[src/rtl/sqrt_arb_pkg.sv]
// Package: sqrt_arb_pkg
// Shared definitions for the square-root request arbiter: FSM state codes,
// the state register width, and the requester-id width helper.
package sqrt_arb_pkg;

  localparam int unsigned StateW = 2;

  typedef enum logic [StateW-1:0] {
    StIdle   = 2'd0,
    StLaunch = 2'd1,
    StWait   = 2'd2,
    StResp   = 2'd3
  } arb_state_e;

  // Width needed to index n requesters; never narrower than one bit.
  function automatic int unsigned id_width(input int unsigned n);
    return (n > 1) ? $clog2(n) : 1;
  endfunction

endpackage

[src/rtl/rr_priority_picker.sv]
// Module: rr_priority_picker
// Combinational round-robin picker. Searches the valid vector starting at
// index ptr+1 (wrapping after NUM_REQ-1) and returns the first hit.
// Ports:
//   i_valid  in   NUM_REQ  request vector
//   i_ptr    in   ID_W     index of the last requester served
//   o_grant  out  NUM_REQ  one-hot grant (all zero when nothing is valid)
//   o_idx    out  ID_W     index of the granted requester
//   o_any    out  1        at least one request is valid
module rr_priority_picker
  import sqrt_arb_pkg::*;
#(
  parameter int unsigned NUM_REQ = 4,
  parameter int unsigned ID_W    = id_width(NUM_REQ)
) (
  input  logic [NUM_REQ-1:0] i_valid,
  input  logic [ID_W-1:0]    i_ptr,
  output logic [NUM_REQ-1:0] o_grant,
  output logic [ID_W-1:0]    o_idx,
  output logic               o_any
);

  logic        w_found;
  int unsigned w_pos;

  always_comb begin
    o_grant = '0;
    o_idx   = '0;
    w_found = 1'b0;
    w_pos   = 0;
    // k runs 1..NUM_REQ so the last candidate examined is ptr itself.
    for (int unsigned k = 1; k <= NUM_REQ; k++) begin
      w_pos = (int'(i_ptr) + k) % NUM_REQ;
      if (!w_found && i_valid[w_pos]) begin
        w_found        = 1'b1;
        o_grant[w_pos] = 1'b1;
        o_idx          = ID_W'(w_pos);
      end
    end
    o_any = w_found;
  end

endmodule

[src/rtl/sqrt_request_arbiter.sv]
// Module: sqrt_request_arbiter
// Shares one iterative square-root unit between NUM_REQ requesters with
// round-robin arbitration and a single operation in flight.
// Flow: IDLE (grant + latch operand/id) -> LAUNCH (start pulse) -> WAIT
// (until unit ready) -> RESP (result pulse) -> IDLE.
// Optional feature macro: SQRT_ARB_TIMEOUT_EN adds a WAIT watchdog of
// TMO_CYC cycles and the timeout_o port.
// Ports:
//   clk, rst        clock (rising edge), asynchronous active-high reset
//   req_valid_i     per-requester request
//   req_data_i      per-requester operand, slot k = [k*DATA_W +: DATA_W]
//   req_ready_o     one-hot accept pulse (combinational, IDLE only)
//   resp_valid_o    one-cycle result pulse
//   resp_id_o       requester index of the result (held after RESP)
//   resp_root_o     result root (held after RESP)
//   sqrt_start_o    one-cycle start pulse to the unit
//   sqrt_operand_o  operand to the unit, stable LAUNCH through WAIT
//   sqrt_ready_i    unit ready/done flag
//   sqrt_root_i     unit root output
//   busy_o          high in any state except IDLE
//   timeout_o       watchdog abort pulse (SQRT_ARB_TIMEOUT_EN only)
module sqrt_request_arbiter
  import sqrt_arb_pkg::*;
#(
  parameter int unsigned NUM_REQ = 4,
  parameter int unsigned DATA_W  = 8,
  parameter int unsigned ROOT_W  = (DATA_W + 1) / 2,
  parameter int unsigned TMO_CYC = 64
) (
  input  logic                        clk,
  input  logic                        rst,
  input  logic [NUM_REQ-1:0]          req_valid_i,
  input  logic [NUM_REQ*DATA_W-1:0]   req_data_i,
  output logic [NUM_REQ-1:0]          req_ready_o,
  output logic                        resp_valid_o,
  output logic [id_width(NUM_REQ)-1:0] resp_id_o,
  output logic [ROOT_W-1:0]           resp_root_o,
  output logic                        sqrt_start_o,
  output logic [DATA_W-1:0]           sqrt_operand_o,
  input  logic                        sqrt_ready_i,
  input  logic [ROOT_W-1:0]           sqrt_root_i,
`ifdef SQRT_ARB_TIMEOUT_EN
  output logic                        busy_o,
  output logic                        timeout_o
`else
  output logic                        busy_o
`endif
);

  localparam int unsigned ID_W = id_width(NUM_REQ);

  arb_state_e          r_state, w_state_next;
  logic [ID_W-1:0]     r_ptr;
  logic [ID_W-1:0]     r_id;
  logic [DATA_W-1:0]   r_operand;
  logic [ID_W-1:0]     r_resp_id;
  logic [ROOT_W-1:0]   r_resp_root;

  logic [NUM_REQ-1:0]  w_grant;
  logic [ID_W-1:0]     w_gidx;
  logic                w_any;
  logic [DATA_W-1:0]   w_sel_data;
  logic                w_accept;
  logic                w_capture;
  logic                w_tmo_fire;

  rr_priority_picker #(
    .NUM_REQ (NUM_REQ),
    .ID_W    (ID_W)
  ) u_picker (
    .i_valid (req_valid_i),
    .i_ptr   (r_ptr),
    .o_grant (w_grant),
    .o_idx   (w_gidx),
    .o_any   (w_any)
  );

  // Operand mux driven by the one-hot grant; only the winner's slot is used.
  always_comb begin
    w_sel_data = '0;
    for (int unsigned k = 0; k < NUM_REQ; k++) begin
      if (w_grant[k]) begin
        w_sel_data = req_data_i[k*DATA_W +: DATA_W];
      end
    end
  end

`ifdef SQRT_ARB_TIMEOUT_EN
  localparam int unsigned TmoW = $clog2(TMO_CYC + 1);
  logic [TmoW-1:0] r_tmo_cnt;

  // Counts completed WAIT cycles; cleared whenever the FSM is elsewhere.
  always_ff @(posedge clk or posedge rst) begin
    if (rst) begin
      r_tmo_cnt <= '0;
    end else if (r_state == StWait) begin
      r_tmo_cnt <= r_tmo_cnt + 1'b1;
    end else begin
      r_tmo_cnt <= '0;
    end
  end

  assign timeout_o = w_tmo_fire;
`endif

  always_comb begin
    w_state_next = r_state;
    req_ready_o  = '0;
    sqrt_start_o = 1'b0;
    resp_valid_o = 1'b0;
    w_accept     = 1'b0;
    w_capture    = 1'b0;
    w_tmo_fire   = 1'b0;
    unique case (r_state)
      StIdle: begin
        // Reset gating keeps the combinational accept quiet while rst is high.
        if (w_any && !rst) begin
          w_accept     = 1'b1;
          req_ready_o  = w_grant;
          w_state_next = StLaunch;
        end
      end
      StLaunch: begin
        // Unit ready is deliberately not looked at here: it may still be
        // high from the previous operation.
        sqrt_start_o = 1'b1;
        w_state_next = StWait;
      end
      StWait: begin
        if (sqrt_ready_i) begin
          w_capture    = 1'b1;
          w_state_next = StResp;
        end
`ifdef SQRT_ARB_TIMEOUT_EN
        else if (r_tmo_cnt == TmoW'(TMO_CYC - 1)) begin
          w_tmo_fire   = 1'b1;
          w_state_next = StIdle;
        end
`endif
      end
      StResp: begin
        resp_valid_o = 1'b1;
        w_state_next = StIdle;
      end
      default: w_state_next = StIdle;
    endcase
  end

  always_ff @(posedge clk or posedge rst) begin
    if (rst) begin
      r_state     <= StIdle;
      r_ptr       <= ID_W'(NUM_REQ - 1);
      r_id        <= '0;
      r_operand   <= '0;
      r_resp_id   <= '0;
      r_resp_root <= '0;
    end else begin
      r_state <= w_state_next;
      if (w_accept) begin
        r_id      <= w_gidx;
        r_operand <= w_sel_data;
      end
      if (w_capture) begin
        r_resp_id   <= r_id;
        r_resp_root <= sqrt_root_i;
      end
      if ((r_state == StResp) || w_tmo_fire) begin
        r_ptr <= r_id;
      end
    end
  end

  assign busy_o         = (r_state != StIdle);
  assign sqrt_operand_o = r_operand;
  assign resp_id_o      = r_resp_id;
  assign resp_root_o    = r_resp_root;

endmodule

[config.mk]
export PLATFORM = sky130hd
export DESIGN_NAME = sqrt_request_arbiter
export DESIGN_NICKNAME = d
export VERILOG_FILES = /design/src/rtl/sqrt_arb_pkg.sv /design/src/rtl/rr_priority_picker.sv /design/src/rtl/sqrt_request_arbiter.sv
export SDC_FILE = /design/constraint.sdc
export NUM_CORES = 1
export LEC_CHECK = 0
export CAP_MARGIN = 0
export CORE_UTILIZATION = 45
export CTS_CLUSTER_SIZE = 10
export DETAILED_ROUTE_END_ITERATION = 8
export GPL_ROUTABILITY_DRIVEN = 0
export PLACE_DENSITY = 0.81
export SLEW_MARGIN = 20
export SYNTH_ARGS = -nofsm -noshare
export SYNTH_HDL_FRONTEND = slang
export SYNTH_SLANG_ARGS = --single-unit
[constraint.sdc]
create_clock -name clk -period 5.75 [get_ports clk]
set_input_delay 0.8625 -clock clk [delete_from_list [all_inputs] [get_ports clk]]
set_output_delay 0.8625 -clock clk [all_outputs]
set_load 0.1 [all_outputs]
==> results.py, run 1 <==
metrics = {
    "layout": {
        "area_delta_synth_final_pct": 41.12,
        "drive_gt1_share_pct": 13.75,
        "n_antenna_cell": 0,
        "multiInputGateArea_um2": 1092,
        "regArea_um2": 503.0,
        "nNetsFinal": 296,
        "fill_cells": 285,
    },
    "detailed_routing": {
        "vias": 1585,
        "via_per_inst": 5.542,
        "wl_per_cell_um": 14.83,
        "dr.pass1.iters": 4,
        "drtIter0Drc": 123,
        "wl_um": 4242,
        "drt.antenna.violating_nets": 0,
        "drc": 0,
    },
    "placement": {
        "dp_hpwl_um": 3263,
        "io_buffers": 63,
    },
    "synth": {
        "synth_area_per_cell_um2": 9.593,
        "yosysTopAreaCell": "dfrtp_1",
        "synth_warnings": 0,
        "syn_area_um2": 1698,
        "synth_area_leaders": "dfrtp_1, ha_1, mux2_2, o2bb2ai_1, nand2_1",
        "synthFlopType": "dfrtp_1",
        "yosysUniqueCellTypes": 41,
        "ys_seq_area_share_pct": 29.62,
        "yosysTopAreaCellShare_pct": 26.53,
        "synth_edf_count": 0,
        "synthArstFlopShare_pct": 100.0,
        "ys_seq_elements": 20,
        "netlist_instances": 177,
        "syn_nets": 232,
    },
    "clock_tree": {
        "cts_resized": 0,
        "ctsHoldBuffers": 0,
        "clk_pin_slew_ps": 70,
        "htree_levels": 1,
        "cts_setup_buffers": 0,
        "cts_num_sinks": 20,
        "cts_tree": "built",
        "cts-root-buf": "clkbuf_8",
        "cts_buffers": 3,
        "clockBufferDepth": 2,
        "clock_latency_ps": 250,
    },
    "job": {
        "cap_viol_max_count": 0,
    },
    "grt": {
        "grt_overflow": 0,
        "grtUsageMet2_pct": 34.57,
        "grt_busiest_layer": "met2",
        "grtUsageTotal_pct": 21.37,
        "grt_util_met3_pct": 3.261,
        "gr-usage-met1_pct": 29.01,
        "grt_max_degree": 21,
        "grt_pass1_wl_um": 6755,
        "antenna_found_initial": 0,
        "first_global_vias": 1462,
    },
    "critical_path": {
        "critPathMaxFanout": 15,
        "crit_path_start_kind": "register",
        "worstPathArrival_ps": 3410,
        "setup.worst_path.end_class": "primary output",
        "worstSetupPathType": "register to primary output",
        "crit_required_ps": 4890,
    },
    "sta": {
        "grt_setup_unrepaired": "no",
        "maxSlewHeadroom_pct": 34.95,
        "skew_ps": 1.908,
        "hold_viol": 0,
        "tns_ps": 0,
        "period_minus_slack_ps": 4268,
        "fin_crit_sh_pct": 74.22,
        "tightest_slew_ps": 972.6,
        "fmax_ghz": 0.2343,
        "slew_viol_final": 0,
        "setup_viol": 0,
    },
    "worst_hold_path": {
        "hold_class": "register to register",
    },
    "die": {
        "die_x_um": 63.43,
        "die_height_um": 63.43,
        "core-area_um2": 3468,
        "fp-row-count": 21,
        "floorplan.initialDensity_pct": 48.95,
        "ioPinCount": 64,
        "dieArea_um2": 4023,
    },
    "outcome": {
        "status": "completed",
    },
}
==> worst paths after layout <==
kind,start,endpoint,slack [ps],depth (start not counted)
max,r_ptr[0],req_ready_o[3],1480,8
min,resp_root_o[0],resp_root_o[0],510,1
max reg2reg,r_ptr[0],sqrt_operand_o[2],2510,7
min reg2reg,resp_root_o[0],resp_root_o[0],510,1
max in group asynchronous,rst,r_id[0],4200,2
min in group asynchronous,rst,resp_root_o[0],1100,2
==> final cells by class <==
type | instances | area share, %
multi-input combinational | 136 | 45.59
timing repair buffer | 64 | 26.21
sequential | 20 | 20.99
inverter | 16 | 2.507
tap | 46 | 2.402
clock buffer | 4 | 2.298
==> per-layer routing <==
metal  routed length, µm  share of wire [%]
met5                   0                  0
met2                1930                 45
met3                 242                5.7
met4                  40               0.94
met1                2029                 48
==> sequential cells by signal, summed over array words and instances (netlist names) <==
name / count
r_ptr: 2
resp_root_o: 4
r_id: 2
resp_id_o: 2
sqrt_operand_o: 8
r_state: 2
==> placed cells by master, fill, tap and decap left out, drive strengths merged, types with 3 or more instances in the layout <==
| master | instances |
|---|---|
| o21ai | 7 |
| nand3b | 4 |
| o211ai | 8 |
| a21oi | 5 |
| mux4 | 3 |
| o2bb2ai | 10 |
| buf | 5 |
| a21boi | 8 |
| a31oi | 8 |
| and2 | 4 |
| clkbuf | 4 |
| clkdlybuf4s50 | 59 |
| mux2 | 10 |
| ha | 12 |
| nor2 | 14 |
| inv | 16 |
| nand2 | 18 |
| o31ai | 8 |
| dfrtp | 18 |
==> cell families (layout without fill, tap and decap cells) <==
family / after synthesis / after routing / synth area share [%]
AOI/OAI and AO/OA: 62 / 62 / 29.85
and+or+nand+nor: 48 / 48 / 14.52
buffers and inverters: 21 / 84 / 6.042
DFF: 20 / 20 / 29.62
muxes: 13 / 13 / 10.61
adders and majority gates: 12 / 12 / 8.843
xor gates and xnor gates: 1 / 1 / 0.5159
==> per-stage QoR <==
stage / worst slack, ps / hold slack, ps / utilization (%) / instances / cell area, µm²
2_1_floorplan: 1260 / 467.4 / - / 177 / 1698
4_1_cts: 1450 / 509.8 / 69.08 / 286 / 2396
6_report: 1482 / 505.9 / 69.08 / 286 / 2396
5_1_grt: 1297 / 531.6 / 69.08 / 286 / 2396
3_5_place_dp: 1594 / 493.3 / 67.50 / 282 / 2341
3_3_place_gp: 1650 / 484.6 / 67.50 / 282 / 2341
==> worst max-delay path, stage by stage, from the launching register on <==
cell       delay (ps)
dfstp_2           730
inv_1             210
ha_1              420
mux4_2            640
inv_1             200
nor2_1             70
o2bb2ai_2         390
and2_1            200
buf_4             290
==> cells in the mapped netlist, drive strengths merged (2+ instances only) <==
cell type,n
a221oi,2
mux2,10
and2,4
a21oi,5
o31ai,8
or3b,2
o2bb2ai,10
o211ai,8
a31oi,8
inv,16
nand2,18
or3,2
dfrtp,18
buf,3
ha,12
a21boi,8
mux4,3
nor2,14
o21ai,7
nand3b,4
clkbuf,2
dfstp,2
Power of run 1 is left out: the tool's default activity adds up to more than one toggle a clock period on the data nets, which glitch-free logic cannot reach.
==> run 2: changes to the inputs <==
==> constraint.sdc (replaced) <==
create_clock -name clk -period 4.15 [get_ports clk]
set_input_delay 0.6225 -clock clk [delete_from_list [all_inputs] [get_ports clk]]
set_output_delay 0.6225 -clock clk [all_outputs]
set_load 0.1 [all_outputs]
==> results.py, run 2 (same netlist as run 1, synthesis figures left out) <==
metrics = {
    "clock_tree": {
        "cts_buffers": 3,
        "clockBufferDepth": 2,
        "cts_num_sinks": 20,
        "ctsHoldBuffers": 0,
        "clk_pin_slew_ps": 70,
        "cts-root-buf": "clkbuf_8",
        "cts_setup_buffers": 0,
        "htree_levels": 1,
        "cts_resized": 0,
        "cts_tree": "built",
        "clock_latency_ps": 250,
    },
    "layout": {
        "layout.cells.most_common": "clkdlybuf4s50_1",
        "drive_gt1_share_pct": 14.88,
        "area_delta_synth_final_pct": 45.17,
        "final_cell_mix": "clkdlybuf4s50_1, nand2_1, dfrtp_1, inv_1, nor2_1",
        "n_antenna_cell": 0,
        "multiInputGateArea_um2": 1096,
        "nNetsFinal": 298,
        "final_cells": 288,
        "largest_register_ffs": 8,
        "utilization_pct": 71.07,
        "regArea_um2": 503.0,
        "fill_cells": 277,
    },
    "critical_path": {
        "cpPeakStageDelay_ps": 720,
        "critPathMaxFanout": 15,
        "cpLargestDelayFamily": "simple AND/OR/NAND/NOR gates",
        "worstSetupPathType": "register to primary output",
        "r2r_cells": 8,
        "setup.worst_path.end_class": "primary output",
        "crit_slowest_cell": "dfstp_2",
        "rrSetupSlack_ps": 910,
        "r2r_end": "sqrt_operand_o[6]",
        "path_buf_inv": 2,
        "crit_chain": "inv_1 > ha_1 > mux4_2 > and2_1 > or3_4 > and2_1 > buf_12",
        "crit_path_start_kind": "register",
        "crit_required_ps": 3530,
        "crit_top_cell": "and2_1",
        "worstPathArrival_ps": 3270,
        "r2r-start": "r_ptr[0]",
    },
    "grt": {
        "first_global_vias": 1396,
        "antenna_found_initial": 0,
        "grtUsageTotal_pct": 21.34,
        "grt_max_degree": 21,
        "grt_pass1_wl_um": 6762,
        "grt_overflow": 0,
    },
    "detailed_routing": {
        "drtIter0Drc": 100,
        "vias": 1563,
        "drc": 0,
        "dr.pass1.iters": 4,
        "drt.antenna.violating_nets": 0,
        "via_per_inst": 5.427,
        "wl_per_cell_um": 14.47,
        "wl_um": 4168,
    },
    "die": {
        "fp-row-count": 21,
        "floorplan.initialDensity_pct": 48.95,
        "die_height_um": 63.43,
        "dieArea_um2": 4023,
        "core-area_um2": 3468,
        "ioPinCount": 64,
        "die_x_um": 63.43,
    },
    "sta": {
        "fin_crit_sh_pct": 93.70,
        "skew_ps": 1.798,
        "period_minus_slack_ps": 3888,
        "tightest_slew_ps": 991.9,
        "hold_viol": 0,
        "setup_ws_ps": 261.6,
        "maxSlewHeadroom_pct": 33.67,
        "slew_viol_final": 0,
        "grt_setup_unrepaired": "no",
        "fmax_ghz": 0.2572,
        "setup_viol": 0,
        "tns_ps": 0,
    },
    "worst_hold_path": {
        "min_to": "resp_root_o[3]",
        "hold_start": "resp_root_o[3]",
        "hold_class": "register to register",
        "holdPathStages": 1,
    },
    "outcome": {
        "status": "completed",
    },
    "placement": {
        "dp_hpwl_um": 3307,
        "io_buffers": 63,
        "place_inst": 284,
        "dp_slack_ps": 541.6,
    },
    "job": {
        "cap_viol_max_count": 0,
    },
}
-- run 2: cell types whose count changed in the layout (fill, tap and decap cells not counted) --
cell / previous run / this run
buf_12: 0 / 4
a21oi_2: 0 / 1
buf_4: 5 / 3
a21oi_1: 4 / 3
-- run 2: layout make-up --
| cell class | count | area share (%) |
|---|---|---|
| Sequential cell | 20 | 20.41 |
| Multi-Input combinational cell | 136 | 44.47 |
| Timing Repair Buffer | 66 | 28.12 |
| Tap cell | 46 | 2.335 |
| Inverter | 16 | 2.437 |
| Clock buffer | 4 | 2.234 |
-- run 2: how the worst max path moves through the flow --
stage	from	endpoint	slack, ps	cells after the start
floorplan	r_ptr[0]	req_ready_o[2]	190	7
global placement	req_valid_i[2]	req_ready_o[1]	610	7
detailed placement	r_ptr[0]	req_ready_o[1]	540	7
CTS	r_ptr[0]	req_ready_o[1]	250	7
global route	r_ptr[0]	req_ready_o[1]	70	7
finish	r_ptr[0]	req_ready_o[1]	260	7
-- run 2: metal layers --
| metal | vias up | track usage (%) | routed length [µm] |
|---|---|---|---|
| li1 | 785 | - | - |
| met1 | 718 | 30.73 | 1966 |
| met2 | 58 | 33.64 | 1938 |
| met3 | 2 | 2.899 | 233 |
| met4 | 0 | 4.830 | 29 |
| met5 | - | 0 | 0 |
-- run 2: metrics by stage --
step           cell area (µm²)  hold slack [ps]
6_report                  2465            504.4
5_1_grt                   2465            526.2
4_1_cts                   2465            508.3
3_5_place_dp              2410            492.3
3_3_place_gp              2410            485.0
2_1_floorplan             1702            467.4
Power of run 2 is left out for the same reason.
==> run 3: changes to the inputs <==
--- a/config.mk
+++ b/config.mk
@@ -7,6 +7,7 @@
 export LEC_CHECK = 0
 export CAP_MARGIN = 0
 export CORE_UTILIZATION = 45
+export CTS_CLUSTER_DIAMETER = 40
 export CTS_CLUSTER_SIZE = 10
 export DETAILED_ROUTE_END_ITERATION = 8
 export GPL_ROUTABILITY_DRIVEN = 0
==> constraint.sdc (replaced) <==
create_clock -name clk -period 4.4 [get_ports clk]
set_input_delay 0.66 -clock clk [delete_from_list [all_inputs] [get_ports clk]]
set_output_delay 0.66 -clock clk [all_outputs]
set_load 0.1 [all_outputs]
==> results.py, run 3 (same netlist as run 1, synthesis figures left out) <==
metrics = {
    "die": {
        "ioPinCount": 64,
        "fp-row-count": 21,
        "floorplan.initialDensity_pct": 48.95,
        "core-area_um2": 3468,
        "die_x_um": 63.43,
        "dieArea_um2": 4023,
        "die_height_um": 63.43,
    },
    "clock_tree": {
        "cts_resized": 0,
        "cts_tree": "built",
        "htree_levels": 1,
        "ctsHoldBuffers": 0,
        "clock_latency_ps": 250,
        "cts_buffers": 3,
        "cts-root-buf": "clkbuf_8",
        "cts_num_sinks": 20,
        "clk_pin_slew_ps": 70,
        "cts_setup_buffers": 0,
        "clockBufferDepth": 2,
    },
    "layout": {
        "n_antenna_cell": 0,
        "final_cells": 287,
        "layout.cells.most_common": "clkdlybuf4s50_1",
        "area_delta_synth_final_pct": 43.18,
        "utilization_pct": 70.09,
        "largest_register_ffs": 8,
        "nNetsFinal": 297,
        "drive_gt1_share_pct": 13.69,
        "final_cell_mix": "clkdlybuf4s50_1, nand2_1, dfrtp_1, inv_1, nor2_1",
    },
    "sta": {
        "skew_ps": 2.338,
        "grt_setup_unrepaired": "no",
        "period_minus_slack_ps": 3949,
        "hold_viol": 0,
        "fmax_ghz": 0.2532,
        "fin_crit_sh_pct": 89.75,
        "slew_viol_final": 0,
        "tns_ps": 0,
        "setup_viol": 0,
        "tightest_slew_ps": 1013,
        "maxSlewHeadroom_pct": 32.28,
    },
    "grt": {
        "antenna_found_initial": 0,
        "grt_overflow": 0,
        "grt_max_degree": 21,
        "first_global_vias": 1424,
        "grt_pass1_wl_um": 6893,
        "grtUsageTotal_pct": 21.63,
    },
    "detailed_routing": {
        "drtIter0Drc": 115,
        "drt.antenna.violating_nets": 0,
        "vias": 1593,
        "dr.pass1.iters": 4,
        "drc": 0,
        "wl_per_cell_um": 15.24,
        "via_per_inst": 5.551,
        "wl_um": 4373,
    },
    "placement": {
        "io_buffers": 63,
        "place_inst": 283,
        "dp_hpwl_um": 3408,
    },
    "worst_hold_path": {
        "hold_class": "register to register",
        "holdPathStages": 2,
    },
    "critical_path": {
        "crit_required_ps": 3740,
        "crit_path_start_kind": "register",
        "setup.worst_path.end_class": "primary output",
        "critPathMaxFanout": 15,
        "worstSetupPathType": "register to primary output",
        "worstPathArrival_ps": 3290,
        "r2r_cells": 7,
    },
    "job": {
        "cap_viol_max_count": 0,
    },
    "outcome": {
        "status": "completed",
    },
}
-- run 3: worst paths after layout --
check	end	start	slack, ps
max	req_ready_o[3]	r_ptr[0]	450
min	r_id[0]	r_id[0]	510
max reg2reg	sqrt_operand_o[1]	r_ptr[0]	1220
min reg2reg	r_id[0]	r_id[0]	510
max in group asynchronous	resp_id_o[0]	rst	3030
min in group asynchronous	r_id[0]	rst	920
-- run 3: cell type report --
cell class / instances / area [µm²]
clock buffers: 4 / 45.04
fillers: 282 / 1037
inverters: 16 / 60.06
multi-input cells: 136 / 1092
flip-flops and latches: 20 / 503.0
well taps: 46 / 57.56
repair buffers: 65 / 673.1
-- run 3: metrics by stage --
step | worst slack, ps | hold slack [ps] | area (µm²)
after floorplan | 112.6 | 467.4 | 1698
after global placement | 749.8 | 485.1 | 2386
after detailed placement | 667.5 | 494.4 | 2386
after CTS | 451.6 | 510.6 | 2431
after global routing | 221.5 | 516.5 | 2431
final | 451.0 | 505.3 | 2431
-- run 3: critical path, stage by stage (launching register included) --
cell	delay [ps]
dfstp_2	720
inv_1	190
ha_1	410
mux4_2	630
inv_1	190
nor2_1	70
o2bb2ai_2	400
and2_1	240
buf_12	180
-- run 3: metal layers --
metal	track usage (%)	routed length, µm	vias to the layer above	part of all wire, %
met4	11.08	157	0	3.6
met1	30.11	2005	737	46
met2	33.24	2014	59	46
met3	1.812	196	14	4.5
li1	-	-	783	-
met5	0	0	-	0
Power of run 3 is left out for the same reason.
